## src/rtl/multi_edge_detect.sv

```systemverilog
// Multi-channel synchroniser and edge detector with registered rise/fall/mode pulses.
// Optional per-channel debounce is built only when EDGE_DEBOUNCE_EN is defined.
module multi_edge_detect #(
    parameter int CH          = 4,
    parameter int SYNC_STAGES = 2,
    parameter int MODE        = 0,
    parameter int DB_CNT      = 100_000
) (
    input  logic          clk,
    input  logic          rst,
    input  logic [CH-1:0] i_pulse,
    output logic [CH-1:0] o_level,
    output logic [CH-1:0] o_rise,
    output logic [CH-1:0] o_fall,
    output logic [CH-1:0] o_pulse
);

    // Unsupported MODE values fall back to rising-edge reporting.
    localparam int MODE_EFF = (MODE == 1 || MODE == 2) ? MODE : 0;

    if (CH < 1 || CH > 16 || SYNC_STAGES < 2 || SYNC_STAGES > 4 || DB_CNT < 2) begin : g_bad_param
        $error("multi_edge_detect: parameter out of range");
    end

    logic [CH-1:0] r_sync [SYNC_STAGES];
    logic [CH-1:0] w_sync;
    logic [CH-1:0] w_level;

    // NOTE: sequential state uses non-blocking assignments so every flop samples pre-edge values.
    always_ff @(posedge clk) begin
        if (rst) begin
            for (int s = 0; s < SYNC_STAGES; s++) r_sync[s] <= '0;
        end else begin
            r_sync[0] <= i_pulse;
            for (int s = 1; s < SYNC_STAGES; s++) r_sync[s] <= r_sync[s-1];
        end
    end

    assign w_sync = r_sync[SYNC_STAGES-1];

`ifdef EDGE_DEBOUNCE_EN
    localparam int                CNT_W   = $clog2(DB_CNT);
    localparam logic [CNT_W-1:0] CNT_MAX = CNT_W'(DB_CNT - 1);

    logic [CNT_W-1:0] r_cnt [CH];
    logic [CH-1:0]    r_level;

    // NOTE: the counter array is small and must restart cleanly, so it is reset like any other flop.
    always_ff @(posedge clk) begin
        if (rst) begin
            r_level <= '0;
            for (int c = 0; c < CH; c++) r_cnt[c] <= '0;
        end else begin
            for (int c = 0; c < CH; c++) begin
                if (w_sync[c] == r_level[c]) begin
                    r_cnt[c] <= '0;
                end else if (r_cnt[c] == CNT_MAX) begin
                    r_level[c] <= ~r_level[c];
                    r_cnt[c]   <= '0;
                end else begin
                    r_cnt[c] <= r_cnt[c] + CNT_W'(1);
                end
            end
        end
    end

    assign w_level = r_level;
`else
    assign w_level = w_sync;
`endif

    logic [CH-1:0] r_prev;
    logic [CH-1:0] r_rise;
    logic [CH-1:0] r_fall;
    logic [CH-1:0] r_pulse;
    logic [CH-1:0] w_rise_n;
    logic [CH-1:0] w_fall_n;
    logic [CH-1:0] w_pulse_n;

    assign w_rise_n = w_level & ~r_prev;
    assign w_fall_n = ~w_level & r_prev;

    // NOTE: always_comb outputs get a default first so no path can infer a latch.
    always_comb begin
        w_pulse_n = w_rise_n;
        case (MODE_EFF)
            1:       w_pulse_n = w_fall_n;
            2:       w_pulse_n = w_rise_n | w_fall_n;
            default: w_pulse_n = w_rise_n;
        endcase
    end

    always_ff @(posedge clk) begin
        if (rst) begin
            r_prev  <= '0;
            r_rise  <= '0;
            r_fall  <= '0;
            r_pulse <= '0;
        end else begin
            r_prev  <= w_level;
            r_rise  <= w_rise_n;
            r_fall  <= w_fall_n;
            r_pulse <= w_pulse_n;
        end
    end

    assign o_level = w_level;
    assign o_rise  = r_rise;
    assign o_fall  = r_fall;
    assign o_pulse = r_pulse;

endmodule
```

## config.mk

```make
export PLATFORM = sky130hd
export DESIGN_NAME = multi_edge_detect
export DESIGN_NICKNAME = d
export VERILOG_FILES = /design/src/rtl/multi_edge_detect.sv
export SDC_FILE = /design/constraint.sdc
export NUM_CORES = 1
export LEC_CHECK = 0
export ABC_AREA = 1
export CORE_MARGIN = 5
export CORE_UTILIZATION = 47
export CTS_BUF_LIST = sky130_fd_sc_hd__clkbuf_4 sky130_fd_sc_hd__clkbuf_8
export CTS_CLUSTER_SIZE = 16
export DETAILED_ROUTE_END_ITERATION = 12
export GPL_ROUTABILITY_DRIVEN = 0
export GPL_TIMING_DRIVEN = 0
export MAX_ROUTING_LAYER = met4
export PLACE_DENSITY = 0.91
export SLEW_MARGIN = 5
export SYNTH_ARGS = -nofsm -noshare
export SYNTH_HDL_FRONTEND = slang
export SYNTH_SLANG_ARGS = --single-unit
```

## constraint.sdc

```tcl
create_clock -name clk -period 0.8 [get_ports clk]
set_input_delay 0.16 -clock clk [delete_from_list [all_inputs] [get_ports clk]]
set_output_delay 0.16 -clock clk [all_outputs]
set_load 0.01 [all_outputs]
```

# Yosys cells after proc, flatten, opt, wreduce, memory -nomap -nowiden

Memory sizes are Yosys's and may differ from the RTL's.
Index checks and enable logic that the tools add are counted.

Output and inout port bits: 16
Register bits after elaboration: 12
Word-level logic and storage cells: 15
Memories: 1
Bits in writable memories: 8
Bits of input ports: 6

Memory list:

| name   | depth | bits a word | rd ports | clocked after memory_dff | wr ports | RTL line | RTL |
|---|---|---|---|---|---|---|---|
| r_sync | 2     | 4           | 2        | 0                        | 2        | 25       | `logic [CH-1:0] r_sync [SYNC_STAGES];` |

Multiplexer cells: 5
Bitwise logic cells: 6

Operators with widths:

| cell             | count |
|---|---|
| 4-bit AND        | 2 |
| 4-bit 2-to-1 mux | 2 |
| 4-bit inverter   | 2 |
| 1-bit 2-to-1 mux | 3 |
| 1-bit OR         | 2 |

# Logic depth before layout (Yosys ltp)

Gate-level depths: netlist (run 1).

Depth in word-level cells: 3
Depth in mapped cells: 3
Mapped depth without buffers: 3

# Worst setup path before layout (run 1)

Ideal clock, no wire load.

Path kind: reg-to-output
Start point: register, netlist name o_pulse[0]
End point: output port o_rise[0]
Path slack: 0.155 ns
Stages on the path, launching flop included: 2
Arrival time: 0.485 ns
Data required time: 0.640 ns
Buffers on the path: 1
Cell sequence: dfxtp_1 > buf_4

RTL lines:

| what             | RTL line | RTL |
|---|---|---|
| end: declaration | 13       | `output logic [CH-1:0] o_rise,` |

==> results of run 1 <==
==> power by group <==
| part | switching, uW | internal, uW |
|---|---|---|
| registers | 16.1 | 1030 |
| logic | 60.6 | 89.0 |
| clock network | 253 | 174 |
==> how the worst max path moves through the flow <==
| stage | from | endpoint | slack (ns) | depth (start not counted) |
|---|---|---|---|---|
| after CTS | o_pulse[0] | o_rise[0] | -0.20 | 2 |
| after global placement | r_sync[0][6] | o_level[2] | -0.31 | 2 |
| final | o_pulse[0] | o_rise[0] | -0.20 | 2 |
| after floorplan | o_pulse[0] | o_rise[0] | 0.15 | 1 |
| after global routing | o_pulse[3] | o_rise[3] | -0.24 | 2 |
| after detailed placement | r_sync[0][5] | o_level[1] | -0.33 | 2 |
==> critical path, delay by kind of cell, from the launching register on <==
| kind | cells | cell delay [ns] |
|---|---|---|
| flip-flops | 1 | 0.34 |
| buffers and inverters | 2 | 0.22 |
==> per-layer routing <==
layer | global-route usage, % | vias up | wire length (um) | part of all wire, %
met4 | 8.52 | 0 | 0 | 0
li1 | - | 232 | - | -
met3 | 3.91 | 0 | 97 | 8.9
met1 | 12.6 | 183 | 403 | 37
met2 | 20.6 | 15 | 590 | 54
met5 | - | - | 0 | 0
==> what timing repair did <==
action | in CTS | in global routing
buffers inserted | 3 | 1
setup endpoints to repair | 16 | 16
pin swaps | 0 | 0
gates resized for setup | 85 | 4
==> state kept, by name, summed over array words and instances, names as in the netlist <==
register,cells
o_fall,4
r_prev,4
o_pulse,4
r_sync,8
==> cell type report <==
cell class	count	area, sq um
Sequential cell	20	410
Tap cell	15	18.8
Clock buffer	3	22.5
Inverter	15	56.3
Fill cell	108	384
Multi-Input combinational cell	24	100
Timing Repair Buffer	25	220
Buffer	5	56.3
==> cell families (layout without fill, tap and decap cells) <==
group / after synthesis / count (layout) / synth area share (%)
buffers and inverters: 24 / 48 / 20.6
and+or+nand+nor: 24 / 24 / 14.6
DFF: 20 / 20 / 64.8
==> stage by stage <==
step | total power [uW] | setup TNS (ns)
6_report | 1620 | -1.86
5_1_grt | 1710 | -2.56
4_1_cts | 1640 | -2.05
3_5_place_dp | 1210 | -7.69
3_3_place_gp | 1200 | -7.17
2_1_floorplan | 1130 | 0
==> layout by cell type (no fill, tap or decap) <==
master and n:
buf_2 7, buf_4 3, buf_6 15, clkbuf_4 3, clkdlybuf4s50_1 5, dfxtp_1 12, dfxtp_2 8, inv_1 14
inv_2 1, nand2_1 7, nand2_4 1, nor2_1 15, nor2_2 1
==> impl_results.md, run 1 <==
* Final hold vios at 0
* Die W at between 40 and 50 um
* Setup violations, final at 16
* Reg2reg setup slack at around 0.030 ns
* Smallest hold slack at approximately 0.38 ns
* Row count at 13
* Nets at 100
* Leak pwr at 0.000481 uW
* Worst-path maximum fanout at 2
* Most frequent cells after synthesis: 20 x dfxtp_1, 16 x nor2_1, 14 x inv_1
* Worst setup margin at -0.200 ns
* Gr ovfl total at 0
* Min-Delay Path Class: input port to register
* Crit end category: output port
* Die area at about 0.0021 sq mm
* Rel. slew slack at around nine tenths
* Worst Tran Pin Value at 0.138 ns
* Post-synth EDFFs at 0
* Vias/cell at between 4 and 5
* Number of remaining DRC errors at 0
* Worst path slowest cell: dfxtp_2
* WL final at around 1.1 mm
* Count leader, synth: dfxtp_1
* Post-synth top area share at between 60% and 70%
* Outcome: finished, violations left
* Drt initial violations at 2
* CTS Root Cell: clkbuf_4
* Setup CP Type: register to output port
* Reg2reg start: r_sync[0][6]
* Htree depth at 1
* WL/cell at slightly above 10 um
* Vias in the first global route at 396
* Syn Inst Count at between 60 and 70
* Register area share after synthesis at between 60% and 70%
* RSZ-0062 raised after global routing: true
* Post-CTS Hold Buffers at 0
* First-pass GRT wire length at ~1.7 mm
* Syn_area_per_cell at slightly above 9 sq um
* Final period util at 125%
* CP Data Arrival Time at ~0.84 ns
* Hold Crit Endpoint: r_sync[0][1]
* Synth top area cells: dfxtp_1 65%, buf_4 9.7%, nor2_1 9.7%, inv_1 8.5%, nand2_1 4.9%
* Max incr delay on CP at about 0.34 ns
* Io pins at 22
* Initial core utilization at between 40% and 50%
* Post-synth cell types at 7
* Yosys reg bits at 20
* YS warnings at 0
* Ys async rst share at 0%
* Worst R2R End: o_pulse[2]
* Chip Height at ~46 um
* Predominant post-synthesis flop cell: dfxtp_1
* DP Area at about 850 sq um
* Post-route ant nets at 0
* CP required at 0.64 ns
* CP Launch Type: register
* Initial antenna violation count at 0
* Post-Syn Nets at between 70 and 80
* CTS buffer count at 3
* Post-layout util at between 60% and 70%
* Netlist Area Pre-Place at a little over 600 sq um
* Core ar. at between 0.001 and 0.0015 sq mm
* CTS tree: done
* Routed vias at 430
* P&R area growth vs syn at 43.1%
* Clk_skew at about 0.00063 ns
* Fin cells at 107
* Final Cell Area at around 880 sq um
* Post-detail-place hpwl at approximately 760 um
* Peak supply drop at about 1.2 mV
* First-pass DRT Iterations at 4
* Max Root-Sink Buffers at 2
* Clock sinks at 20
* Worst r2r path cells at 4
* Final Slew Violations at 0
* Hold depth at 3
* Antenna cells at 0
* Area leader, netlist: dfxtp_1
* MaxCap Viol Count at 0
* Share of layout cells above drive strength 1 at ~42%
* Pwr/cell area at 1830 mW/mm^2
* Clock period minus worst slack at approximately 1 ns
* # port buffers at 21
* Placed Instances at roughly 100
* Worst Hold Launch: i_pulse[1]
* CP dominant cell by count: buf_6
* Fmax at 1000 MHz
* Pre-CTS setup slack at -0.329 ns
* CP cell instances: buf_6 -> buf_6
* CTS clk-pin slew, worst paths at 0.10 ns
* Failing checks: setup timing
* Total Routing Usage GR at 12.6%
* Largest net degree at the start of global routing at 11
* Clock insertion delay at the later pin of the skew report at 0.28 ns
(Power assumes the default switching activity.)
==> run 2, diff against run 1 <==
--- a/config.mk
+++ b/config.mk
@@ -13,3 +13,2 @@
 export DETAILED_ROUTE_END_ITERATION = 12
-export GPL_ROUTABILITY_DRIVEN = 0
 export GPL_TIMING_DRIVEN = 0
==> constraint.sdc (replaced) <==
create_clock -name clk -period 0.8 [get_ports clk]
set_input_delay 0.2 -clock clk [delete_from_list [all_inputs] [get_ports clk]]
set_output_delay 0.2 -clock clk [all_outputs]
set_load 0.01 [all_outputs]
==> impl_results.md, run 2 (same netlist as run 1, synthesis figures left out) <==
* Outcome: finished, violations left
* Failing checks: setup timing
* Switch Pwr at 330 uW (about the same)
* Clock period minus worst slack at 1.04 ns (+0.0372 ns)
* GPL Wtd Cong at 0.592
* Final hold vios at 0 (unchanged)
* Drt initial violations at 2 (unchanged)
* Max incr delay on CP at 0.34 ns (about the same)
* Die W at 46.3 um (unchanged)
* Gr ovfl total at 0 (unchanged)
* Antenna cells at 0 (unchanged)
* Worst path bufs/invs at 2 (unchanged)
* Vias in the first global route at 396 (unchanged)
* CP Launch Type: register
* Worst path slowest cell: dfxtp_2
* First-pass DRT Iterations at 4 (unchanged)
* # port buffers at 21 (unchanged)
* Post-CTS Hold Buffers at 0 (unchanged)
* Crit end category: output port
* Min-Delay Path Class: register to register
* WL final at 1.07 mm (-1.8%)
* Pwr/cell area at 1840 mW/mm^2 (+0.54%)
* Delay-heaviest family, CP: flip-flops
* Io pins at 22 (unchanged)
* Max Root-Sink Buffers at 2 (unchanged)
* Total power draw at 1620 uW (-0.17%)
* Clock insertion delay at the later pin of the skew report at 0.28 ns (about the same)
* CP cell instances: buf_6 -> buf_6
* CTS clk-pin slew, worst paths at 0.10 ns (about the same)
* Vias/cell at 4.04 (+0.47%)
* Htree depth at 1 (unchanged)
* CTS Root Cell: clkbuf_4
* CP dominant cell by count: buf_6
* Most frequent cells in the layout: 14 x buf_6, 14 x inv_1, 14 x nor2_1
* Final Slew Violations at 0 (unchanged)
* Total Routing Usage GR at 12.6% (unchanged)
* Setup CP Type: register to output port
* Row count at 13 (unchanged)
* Final Cell Area at 878 sq um (-0.71%)
* Chip Height at 46.3 um (unchanged)
* Rel. slew slack at 90.3% (-0.48 points)
* Clk_skew at 0.000633 ns (unchanged)
* Pre-CTS setup slack at -0.369 ns (-0.0400 ns)
* Max reg flops at 8 (unchanged)
* Comb pwr share at 9.0% (-0.2 points)
* CP Data Arrival Time at 0.84 ns (about the same)
* Peak supply drop at 1.22 mV (-0.26%)
* Post-detail-place hpwl at 758 um (unchanged)
* First-pass GRT wire length at 1.75 mm (unchanged)
* Fill cell count at 109 (+0.93%)
* RSZ-0062 raised after global routing: true
* Initial core utilization at 48.7% (unchanged)
* Clock Power Share at 26.4% (about the same)
* Final period util at 130% (+4.6 points)
* Core ar. at 0.00127 sq mm (unchanged)
* Worst Tran Pin Value at 0.145 ns (+0.00721 ns)
* Area of the multi-input gates at 105 sq um (+5.0%)
* Switching Fraction at 20.3% (+0.043 points)
* Largest net degree at the start of global routing at 11 (unchanged)
* Most flop-heavy register: r_sync
* Fmax at 964 MHz (-3.6%)
* Reg area at 410 sq um (unchanged)
* Post-route ant nets at 0 (unchanged)
* Routed vias at 428 (-0.47%)
* Int Power at 1290 uW (-0.23%)
* WL/cell at 10.1 um (-0.91%)
* Clock sinks at 20 (unchanged)
* CTS buffer count at 3 (unchanged)
* Worst-path maximum fanout at 2 (unchanged)
* DP Area at 847 sq um (unchanged)
* MaxCap Viol Count at 0 (unchanged)
* Reg2reg setup slack at 0.12 ns (+0.09 ns)
* Nets at 99 (-1.0%)
* Initial antenna violation count at 0 (unchanged)
* Worst setup margin at -0.237 ns (-0.0372 ns)
* Share of layout cells above drive strength 1 at 44.0% (+1.6 points)
* Setup violations, final at 16 (unchanged)
* CTS tree: done
* Number of remaining DRC errors at 0 (unchanged)
* Sequential fraction of design power at 64.6% (about the same)
* Die area at 0.00214 sq mm (unchanged)
* CP required at 0.60 ns (-0.04 ns)
* P&R area growth vs syn at 42.1%
* Leak pwr at 0.000475 uW (-1.2%)
run 2: changes by cell type in the layout (fill, tap and decap cells not counted), sizes merged:
cell / before / now
buf: 25 / 24
run 2: layout make-up:
class                      count  area share, %
sequential                    20           46.7
tap                           15           2.14
inverter                      15           6.41
timing repair buffer          24           23.8
clock buffer                   3           2.56
buffer                         5           6.41
multi-input combinational     24           12.0
run 2: final timing paths:
check	startpoint	depth (start not counted)	end
hold / removal	r_sync[0][3]	2	r_sync[0][7]
setup / recovery	o_pulse[0]	2	o_rise[0]
hold reg to reg	r_sync[0][3]	2	r_sync[0][7]
setup reg to reg	r_sync[0][7]	3	o_pulse[3]
run 2: power by group through the flow:
stage | Combinational (uW) | Clock, uW | Sequential (uW)
finish | 146 | 427 | 1050
global route | 159 | 495 | 1050
CTS | 143 | 446 | 1050
detailed placement | 143 | 0 | 1070
global placement | 138 | 0 | 1060
floorplan | 62.5 | 0 | 1070
run 2: metrics by stage:
| step | cells | setup TNS [ns] | hold slack (ns) | utilization, % |
|---|---|---|---|---|
| floorplan | 68 | 0 | 0.307 | - |
| global placement | 104 | -8.61 | 0.389 | 66.8 |
| detailed placement | 104 | -9.13 | 0.396 | 66.8 |
| CTS | 106 | -2.69 | 0.409 | 68.0 |
| global route | 106 | -3.26 | 0.405 | 69.2 |
| finish | 106 | -2.51 | 0.406 | 69.2 |
run 2: per-layer routing:
layer,wire length (um),vias up,global-route usage (%)
met5,0,-,-
li1,-,230,-
met4,0,0,8.52
met1,389,183,12.6
met3,97,0,3.91
met2,584,15,20.6
run 2: timing repair:
action	CTS	global route
endpoints found under the setup margin	16	18
buffers inserted	3	1
gates resized for setup	85	5
run 2: worst reg2reg max path, cell delays in order (launching register included):
cell and delay (ns):
dfxtp_2 0.34, buf_4 0.13, nand2_1 0.08, nor2_1 0.05
